<file path="src/rtl/ss_scan_reader.sv">
// Reader for a multiplexed seven-segment display: it watches the an/a_to_g lines and recovers
// the BCD digit shown at each position, flags illegal patterns and reports completed frames.
module ss_scan_reader #(
  parameter int unsigned NDIG       = 4,
  parameter int unsigned STABLE_CYC = 4
) (
  input  logic              clk,
  input  logic              rst_n,
  input  logic [NDIG-1:0]   an,
  input  logic [6:0]        a_to_g,
  output logic [4*NDIG-1:0] digits,
  output logic [NDIG-1:0]   digit_err,
  output logic              upd,
  output logic [2:0]        upd_idx,
  output logic              frame_valid
);

  localparam int unsigned TW     = NDIG + 7;
  localparam logic [7:0]  CntMax = 8'(STABLE_CYC);

  typedef enum logic {StTrack, StHold} state_e;

  state_e            state_q, state_d;
  logic [TW-1:0]     sync1_q, sync2_q, prev_q;
  logic [7:0]        cnt_q, cnt_d;
  logic [NDIG-1:0]   seen_q, seen_d;
  logic [4*NDIG-1:0] digits_q, digits_d;
  logic [NDIG-1:0]   err_q, err_d;
  logic              upd_q, fv_q;
  logic [2:0]        idx_q;

  logic              changed, one_hot, capture, frame_done, dec_ok;
  logic [NDIG-1:0]   an_low, seen_set;
  logic [2:0]        sel_idx;
  logic [3:0]        dec_val;

  // Reset to all ones: blank segments, no anode selected.
  always_ff @(posedge clk or negedge rst_n) begin
    if (!rst_n) begin
      sync1_q <= '1;
      sync2_q <= '1;
      prev_q  <= '1;
      cnt_q   <= '0;
    end else begin
      sync1_q <= {an, a_to_g};
      sync2_q <= sync1_q;
      prev_q  <= sync2_q;
      cnt_q   <= cnt_d;
    end
  end

  assign changed = (sync2_q != prev_q);

  always_comb begin
    cnt_d = cnt_q;
    if (changed) begin
      cnt_d = 8'd1;
    end else if (cnt_q != CntMax) begin
      cnt_d = cnt_q + 8'd1;
    end
  end

  // The counter measures how long prev_q has held, so decode from prev_q.
  assign an_low  = ~prev_q[TW-1:7];
  assign one_hot = (an_low != '0) && ((an_low & (an_low - 1'b1)) == '0);

  always_comb begin
    sel_idx = '0;
    for (int unsigned i = 0; i < NDIG; i++) begin
      if (an_low[i]) sel_idx = 3'(i);
    end
  end

  always_comb begin
    dec_ok  = 1'b1;
    dec_val = 4'd0;
    case (prev_q[6:0])
      7'b0000001: dec_val = 4'd0;
      7'b1001111: dec_val = 4'd1;
      7'b0010010: dec_val = 4'd2;
      7'b0000110: dec_val = 4'd3;
      7'b1001100: dec_val = 4'd4;
      7'b0100100: dec_val = 4'd5;
      7'b0100000: dec_val = 4'd6;
      7'b0001111: dec_val = 4'd7;
      7'b0000000: dec_val = 4'd8;
      7'b0000100: dec_val = 4'd9;
      default:    dec_ok  = 1'b0;
    endcase
  end

  // FSM: state register
  always_ff @(posedge clk or negedge rst_n) begin
    if (!rst_n) begin
      state_q <= StTrack;
    end else begin
      state_q <= state_d;
    end
  end

  // FSM: next state. A tuple that changes on the capture cycle keeps tracking so the new
  // window is not lost.
  always_comb begin
    state_d = state_q;
    unique case (state_q)
      StTrack: if (capture && !changed) state_d = StHold;
      StHold:  if (changed) state_d = StTrack;
      default: state_d = StTrack;
    endcase
  end

  // FSM: outputs
  always_comb begin
    capture = (state_q == StTrack) && (cnt_q == CntMax) && one_hot;
  end

  assign seen_set   = seen_q | an_low;
  assign frame_done = capture && (&seen_set);

  always_comb begin
    seen_d   = seen_q;
    digits_d = digits_q;
    err_d    = err_q;
    if (capture) begin
      seen_d = frame_done ? '0 : seen_set;
      for (int unsigned i = 0; i < NDIG; i++) begin
        if (an_low[i]) begin
          if (dec_ok) begin
            digits_d[4*i +: 4] = dec_val;
            err_d[i]           = 1'b0;
          end else begin
            err_d[i] = 1'b1;
          end
        end
      end
    end
  end

  always_ff @(posedge clk or negedge rst_n) begin
    if (!rst_n) begin
      seen_q   <= '0;
      digits_q <= '0;
      err_q    <= '0;
      upd_q    <= 1'b0;
      idx_q    <= '0;
      fv_q     <= 1'b0;
    end else begin
      seen_q   <= seen_d;
      digits_q <= digits_d;
      err_q    <= err_d;
      upd_q    <= capture;
      idx_q    <= capture ? sel_idx : 3'd0;
      fv_q     <= frame_done;
    end
  end

  assign digits      = digits_q;
  assign digit_err   = err_q;
  assign upd         = upd_q;
  assign upd_idx     = idx_q;
  assign frame_valid = fv_q;

endmodule

</file>
<file path="config.mk">
export PLATFORM = sky130hd
export DESIGN_NAME = ss_scan_reader
export DESIGN_NICKNAME = d
export VERILOG_FILES = /design/src/rtl/ss_scan_reader.sv
export SDC_FILE = /design/constraint.sdc
export NUM_CORES = 1
export LEC_CHECK = 0
export ABC_AREA = 1
export CORE_MARGIN = 4
export CORE_UTILIZATION = 35
export CTS_CLUSTER_DIAMETER = 40
export DETAILED_ROUTE_END_ITERATION = 16
export HOLD_SLACK_MARGIN = 0.15
export MAX_ROUTING_LAYER = met4
export PLACE_DENSITY = 0.62
export REMOVE_ABC_BUFFERS = 1
export SLEW_MARGIN = 30
export SYNTH_ARGS = -nofsm -noshare
export SYNTH_HDL_FRONTEND = slang
export SYNTH_SLANG_ARGS = --single-unit
</file>
<file path="constraint.sdc">
create_clock -name clk -period 1.68 [get_ports clk]
set_input_delay 0.336 -clock clk [delete_from_list [all_inputs] [get_ports clk]]
set_output_delay 0.336 -clock clk [all_outputs]
set_load 0.02 [all_outputs]
</file>
== Yosys cells after proc, flatten, opt, wreduce, memory -nomap -nowiden ==
Cells that the tools add are included.
Word-level totals
  register bits: 71
  bits in writable memories: 0
  bits in latches: 0
  bits in read-only memories: 0
  input port bits: 13
  word-level logic and storage cells: 68
  memories: 0
Cells by class
  reduce and logical (&&, ||, !) cells: 20
  add/subtract/negate cells: 2
  multipliers: 0
  multiplexer cells: 13
  equality and inequality tests: 12
  $lt $le $gt $ge: 0
  bitwise logic cells: 4
  divide/modulo/power cells: 0
  shifts and indexed selects: 0
Operator list (count)
  $pmux 4 s9: 1
  $mux 8: 2
  $eq 7x3->1 const B: 2
  $eq 7x6->1 const B: 2
  $eq 7x7->1 const B: 2
  $reduce_and 3->1: 4
  $ne 11x11->1: 1
  $reduce_or 10->1: 1
  $mux 3: 3
  $add 8x1->8 const B: 1
  $eq 8x3->1 const B: 1
  $ne 8x3->1 const B: 1
  $reduce_and 2->1: 4
  $eq 7x1->1 const B: 1
  $eq 7x4->1 const B: 1
  $eq 7x5->1 const B: 1
  $logic_not 7->1: 1
  $logic_and 1x1->1: 5
  $mux 1: 5
  $and 4x4->4: 1
  $logic_not 4->1: 1
  $mux 4: 1
  $not 4->4: 1
  $or 4x4->4: 1
  7 further kinds: 7

== Depth between registers and ports, before layout ==
  word-level depth: 9
  gate-level depth with buffers: 10

== Worst setup path before layout ==
Ideal clock, no wire load.
  kind: flip-flop to flip-flop
  start: reg prev_q[0]
  end: reg digits_q[0], in the netlist digits[0]
  arrival time: 1.402 ns
  path slack: 0.161 ns
  cell stages (with the launch flop): 11
  setup time: 0.117 ns
  buffers on the path: 1
  clock period less this slack: 1.519 ns
  cell sequence: dfstp_2 > inv_1 > nand2_1 > nor2_1 > nand2_1 > nand2_1 > nor2_2 > nand3_4 > buf_6 > nand3_1 > nand2_1
On the way
  word-level cells in the longest chain between the ends: 4
  elaborated cells between the ends (all ways): 14
  classes of those cells: eq/ne: 9; mux: 2; reduce/logical: 3
RTL lines
  from (decl): line 24  | logic [TW-1:0] sync1_q, sync2_q, prev_q;
  from (signal assigned): line 47  | prev_q <= sync2_q;
  $eq 7x3->1, or another cell as far along: line 77  | case (prev_q[6:0])
  $reduce_or 10->1 (no source line)
  $mux 1: line 77
  $reduce_and 3->1 (no source line)
  to (signal assigned): line 149  | digits_q <= digits_d;
  to (decl): line 27  | logic [4*NDIG-1:0] digits_q, digits_d;
Parallel ways exist; a longest one is shown, timed or not.
A chain may end at the register's enable or synchronous reset.

== Final worst setup path ==
  start: reg prev_q[9]
  end: reg err_q[0], in the netlist digit_err[0]
On the way
  word-level cells in the longest chain between the ends: 7
  elaborated cells between the ends (all ways): 8
  classes of those cells: add/sub: 1; bitwise: 2; reduce/logical: 5
RTL lines
  $not 4->4 (*): line 64  | assign an_low = ~prev_q[TW-1:7];
  $sub 4x1->4: line 65  | assign one_hot = (an_low != '0) && ((an_low & (an_low - 1'b1)) == '0);
  $and 4x4->4: line 65
  $logic_not 4->1: line 65
  $logic_and 1x1->1 (*): line 65
  $logic_and 1x1->1 (*): line 114  | capture = (state_q == StTrack) && (cnt_q == CntMax) && one_hot;
  $reduce_and 2->1 (no source line) (*)
  to (signal assigned): line 150  | err_q <= err_d;
  to (decl): line 28  | logic [NDIG-1:0] err_q, err_d;
Mark *: on every way between the ends. The rest lies on a longest branch, timed or not.

==> qor.tcl <==
set qor(synth-edff-count) 0
set qor(vdd.ir_drop.worst_uv) 749
set qor(final_period_minus_worst_setup_slack_ps) 1650
set qor(clock_power_share_pct) 46.1
set qor(crit_slowest_cell) {sky130_fd_sc_hd__dfstp_2}
set qor(crit_path_max_incr_delay_ps) 610
set qor(seq_power_share_pct) 49.2
set qor(numClockSinks) 70
set qor(layout-drive-gt1-share_pct) 28.8
set qor(combPwrFrac_pct) 4.8
set qor(postRouteAntennaNets) 0
set qor(detailed_place_hpwl_um) 3620
set qor(synth_area_per_cell_sq_um) 10.0
set qor(total_area_of_multi_input_combinational_cells_sq_um) 1030
set qor(placeableCoreArea_sq_um) 7850
set qor(sequential_cell_area_in_the_final_layout_sq_um) 1790
set qor(netlist_instances) 287
set qor(grt_use_met2_pct) 17.3
set qor(largest_net_degree_at_the_start_of_global_routing) 71
set qor(yosys_warnings) 0
set qor(yosys-top-cells-count) {79 x sky130_fd_sc_hd__nand2_1, 37 x sky130_fd_sc_hd__dfrtp_1, 33 x sky130_fd_sc_hd__dfstp_2}
set qor(grt_pass1_wl_um) 8800
set qor(syn2layout_area_growth_pct) 33.6
set qor(register_bit_total_from_synthesis) 70
set qor(timing.critical_path.arrival_ps) 1890
set qor(rows) 32
set qor(htree_levels) 3
set qor(min-delay-path-class) {reg2reg}
set qor(drc) 0
set qor(power_switching_share_pct) 20.6
set qor(cts_tree) {built}
set qor(share_of_the_clock_period_used_by_the_worst_path_pct) 98.2
set qor(design.portCount) 38
set qor(status) {completed}
set qor(avgRoutedWirePerCell_um) 11.7
set qor(drt_wl_total_um) 5320
set qor(grt.busiest_layer) {met2}
set qor(worstPathMaxFanout) 7
set qor(synthMostInstantiatedCell) {sky130_fd_sc_hd__nand2_1}
set qor(grt_setup_unrepaired) {yes}
set qor(crit_path_frequent_cell) {sky130_fd_sc_hd__nand2_4}
set qor(path_delay_family) {simple AND/OR/NAND/NOR gates}
set qor(synth-main-ff-cell) {sky130_fd_sc_hd__dfrtp_1}
set qor(post_synthesis_async_set_or_reset_flop_share_pct) 100
set qor(synth_area_leaders) {sky130_fd_sc_hd__dfrtp_1 32%, sky130_fd_sc_hd__dfstp_2 30%, sky130_fd_sc_hd__nand2_1 10%}
set qor(layout_skew_ps) 4.87
set qor(path_cells) {nand2_2, xnor2_2, nor2_2, nand2_4, nor2_4, nand2_4, and2_4}
set qor(power.leakage_nw) 2.12
set qor(endpoint_kind) {flop}
set qor(die_width_um) 98.5
set qor(crit_path_start_kind) {flop}
set qor(grtUsageMet1_pct) 14.4
set qor(gr-usage-all-layers_pct) 11.9
set qor(gp_routability_congestion) 0.807
set qor(mappedNetlistArea_sq_um) 2870
set qor(holdWs_ps) 355
set qor(route.vias.total) 2003
set qor(criticalPathCategory) {reg2reg}
set qor(place.port_buffers) 36
set qor(worstReg2RegStart) {prev_q[9]$_DFF_PN1_}
set qor(grtUsageMet3_pct) 5.17
set qor(p_sw_uw) 751
set qor(worst_skew_pair.late_latency_ps) 340
set qor(antenna_violations_before_repair) 0
set qor(clock_root_buffer) {sky130_fd_sc_hd__clkbuf_8}
set qor(detail_route.first_pass.iterations) 4
set qor(p_int_mw) 2.89
set qor(yosysTopAreaCellShare_pct) 32.3
set qor(final.fill_count) 777
set qor(share_of_synthesized_area_occupied_by_flip_flops_and_latches_pct) 62.5
set qor(synth_top_cell_by_area) {sky130_fd_sc_hd__dfrtp_1}
set qor(drt-vias-per-instance) 4.42
set qor(finalHoldViolCount) 0
set qor(initial_drt_markers) 81
set qor(layout.nets) 361
set qor(setup_viol) 0
set qor(clk_pin_slew_ps) 70
set qor(cts-root-to-sink-buffers) 2
set qor(timing.critical_path.required_ps) 1920
set qor(yosys.cell_types.count) 27
set qor(globalRouteOverflowTotal) 0
set qor(number_of_global_route_vias_before_repair) 1951
set qor(cts_inserted_buffers) 9
set qor(slew_violations) 0
set qor(pwr_density_cell_nw_per_um2) 950
set qor(start_util_pct) 36.6
set qor(die_area_sq_um) 9710
set qor(startpoint_of_the_worst_hold_path) {sync1_q[9]$_DFF_PN1_}
set qor(die_height_um) 98.5
set qor(max-cap-violations) 0
set qor(critical_path_buf_inv_count) 0
set qor(antenna_cells_inserted) 0
set qor(fin_setup_tns_ps) 0
set qor(maxClockFrequency_ghz) 0.606
set qor(critPathLaunch) {prev_q[9]$_DFF_PN1_}
## metrics by stage
stage | utilization, % | power [mW] | setup slack, ps | cell area [sq um] | cells
after floorplan | - | 1.88 | 171 | 2850 | 285
after global placement | 43.1 | 1.97 | 55.8 | 3380 | 428
after detailed placement | 43.1 | 1.97 | 47.9 | 3380 | 428
after CTS | 46.4 | 3.67 | 3.14 | 3640 | 445
after global routing | 48.8 | 3.80 | -51.1 | 3830 | 453
final | 48.8 | 3.64 | 30.8 | 3830 | 453
## flip-flops by register name, indices dropped and copies added, names as in the netlist
name and flops:
seen_q 4, digits 16, state_q 1, sync1_q 11, cnt_q 8, digit_err 4
prev_q 11, upd_idx 2, upd 1, sync2_q 11, frame_valid 1
## layout by cell type, fill, tap and decap left out, types with 5 or more instances in the layout
cell,n
sky130_fd_sc_hd__xor2_1,9
sky130_fd_sc_hd__nand2_1,71
sky130_fd_sc_hd__dfrtp_1,37
sky130_fd_sc_hd__nor2_2,5
sky130_fd_sc_hd__nor2_1,15
sky130_fd_sc_hd__buf_4,9
sky130_fd_sc_hd__dlygate4sd2_1,8
sky130_fd_sc_hd__a21oi_1,7
sky130_fd_sc_hd__nor3_1,8
sky130_fd_sc_hd__clkbuf_8,10
sky130_fd_sc_hd__nand2_2,10
sky130_fd_sc_hd__dlymetal6s2s_1,12
sky130_fd_sc_hd__nor2_4,5
sky130_fd_sc_hd__inv_1,29
sky130_fd_sc_hd__nand3_1,22
sky130_fd_sc_hd__dfstp_2,33
sky130_fd_sc_hd__clkdlybuf4s50_1,15
## path summary, 6_finish.rpt
kind	end	slack (ps)	cells past startpoint
worst max register to register	digit_err[0]$_DFFE_PN0P_	30	7
max in group asynchronous	sync2_q[2]$_DFF_PN1_	820	3
min in group asynchronous	digits[8]$_DFFE_PN0P_	540	3
worst min register to register	sync2_q[9]$_DFF_PN1_	360	0
worst max-delay path	digit_err[0]$_DFFE_PN0P_	30	7
worst min-delay path	sync2_q[9]$_DFF_PN1_	360	0
## repair_timing
item,4_1_cts,5_1_grt
setup endpoints to repair,8,37
resized for setup,8,35
hold buffers,1,0
buffers inserted,0,6
endpoints found under the hold margin,37,0
pin swaps,0,7
gates cloned,0,2
## logic make-up (layout without fill, tap and decap cells)
kind of cell,Yosys count,count (layout),synth area share [%]
other,1,1,0.131
DFF,70,70,62.5
AOI/OAI and AO/OA,13,13,2.49
adders and majority gates,2,2,0.872
buffers and inverters,36,98,5.19
xor gates and xnor gates,14,14,4.27
and+or+nand+nor,151,153,24.6
## worst reg2reg max path, delay by kind of cell, from the launching register on
family	cells	cell delay, ps
AND/OR/NAND/NOR	6	810
XOR/XNOR	1	130
flip-flops	1	610
## power by group through the flow
stage | sequential, mW | combinational, mW | clock [mW]
finish | 1.79 | 0.174 | 1.68
global route | 1.80 | 0.196 | 1.81
CTS | 1.79 | 0.154 | 1.73
detailed placement | 1.82 | 0.151 | 0
global placement | 1.82 | 0.149 | 0
floorplan | 1.82 | 0.0691 | 0
## area by class of cell
cell class | instances | area share [%]
clock buffer | 12 | 4.90
multi-input combinational | 183 | 26.9
tap | 102 | 3.33
clock inverter | 4 | 1.86
sequential | 70 | 46.8
timing repair buffer | 48 | 12.9
inverter | 34 | 3.40
## per-layer routing
metal / up-vias / wire length, um
met5: - / 0
met4: 0 / 110
met3: 13 / 365
met2: 53 / 2390
met1: 923 / 2460
li1: 1014 / -
Power figures use the tool's default switching activity.
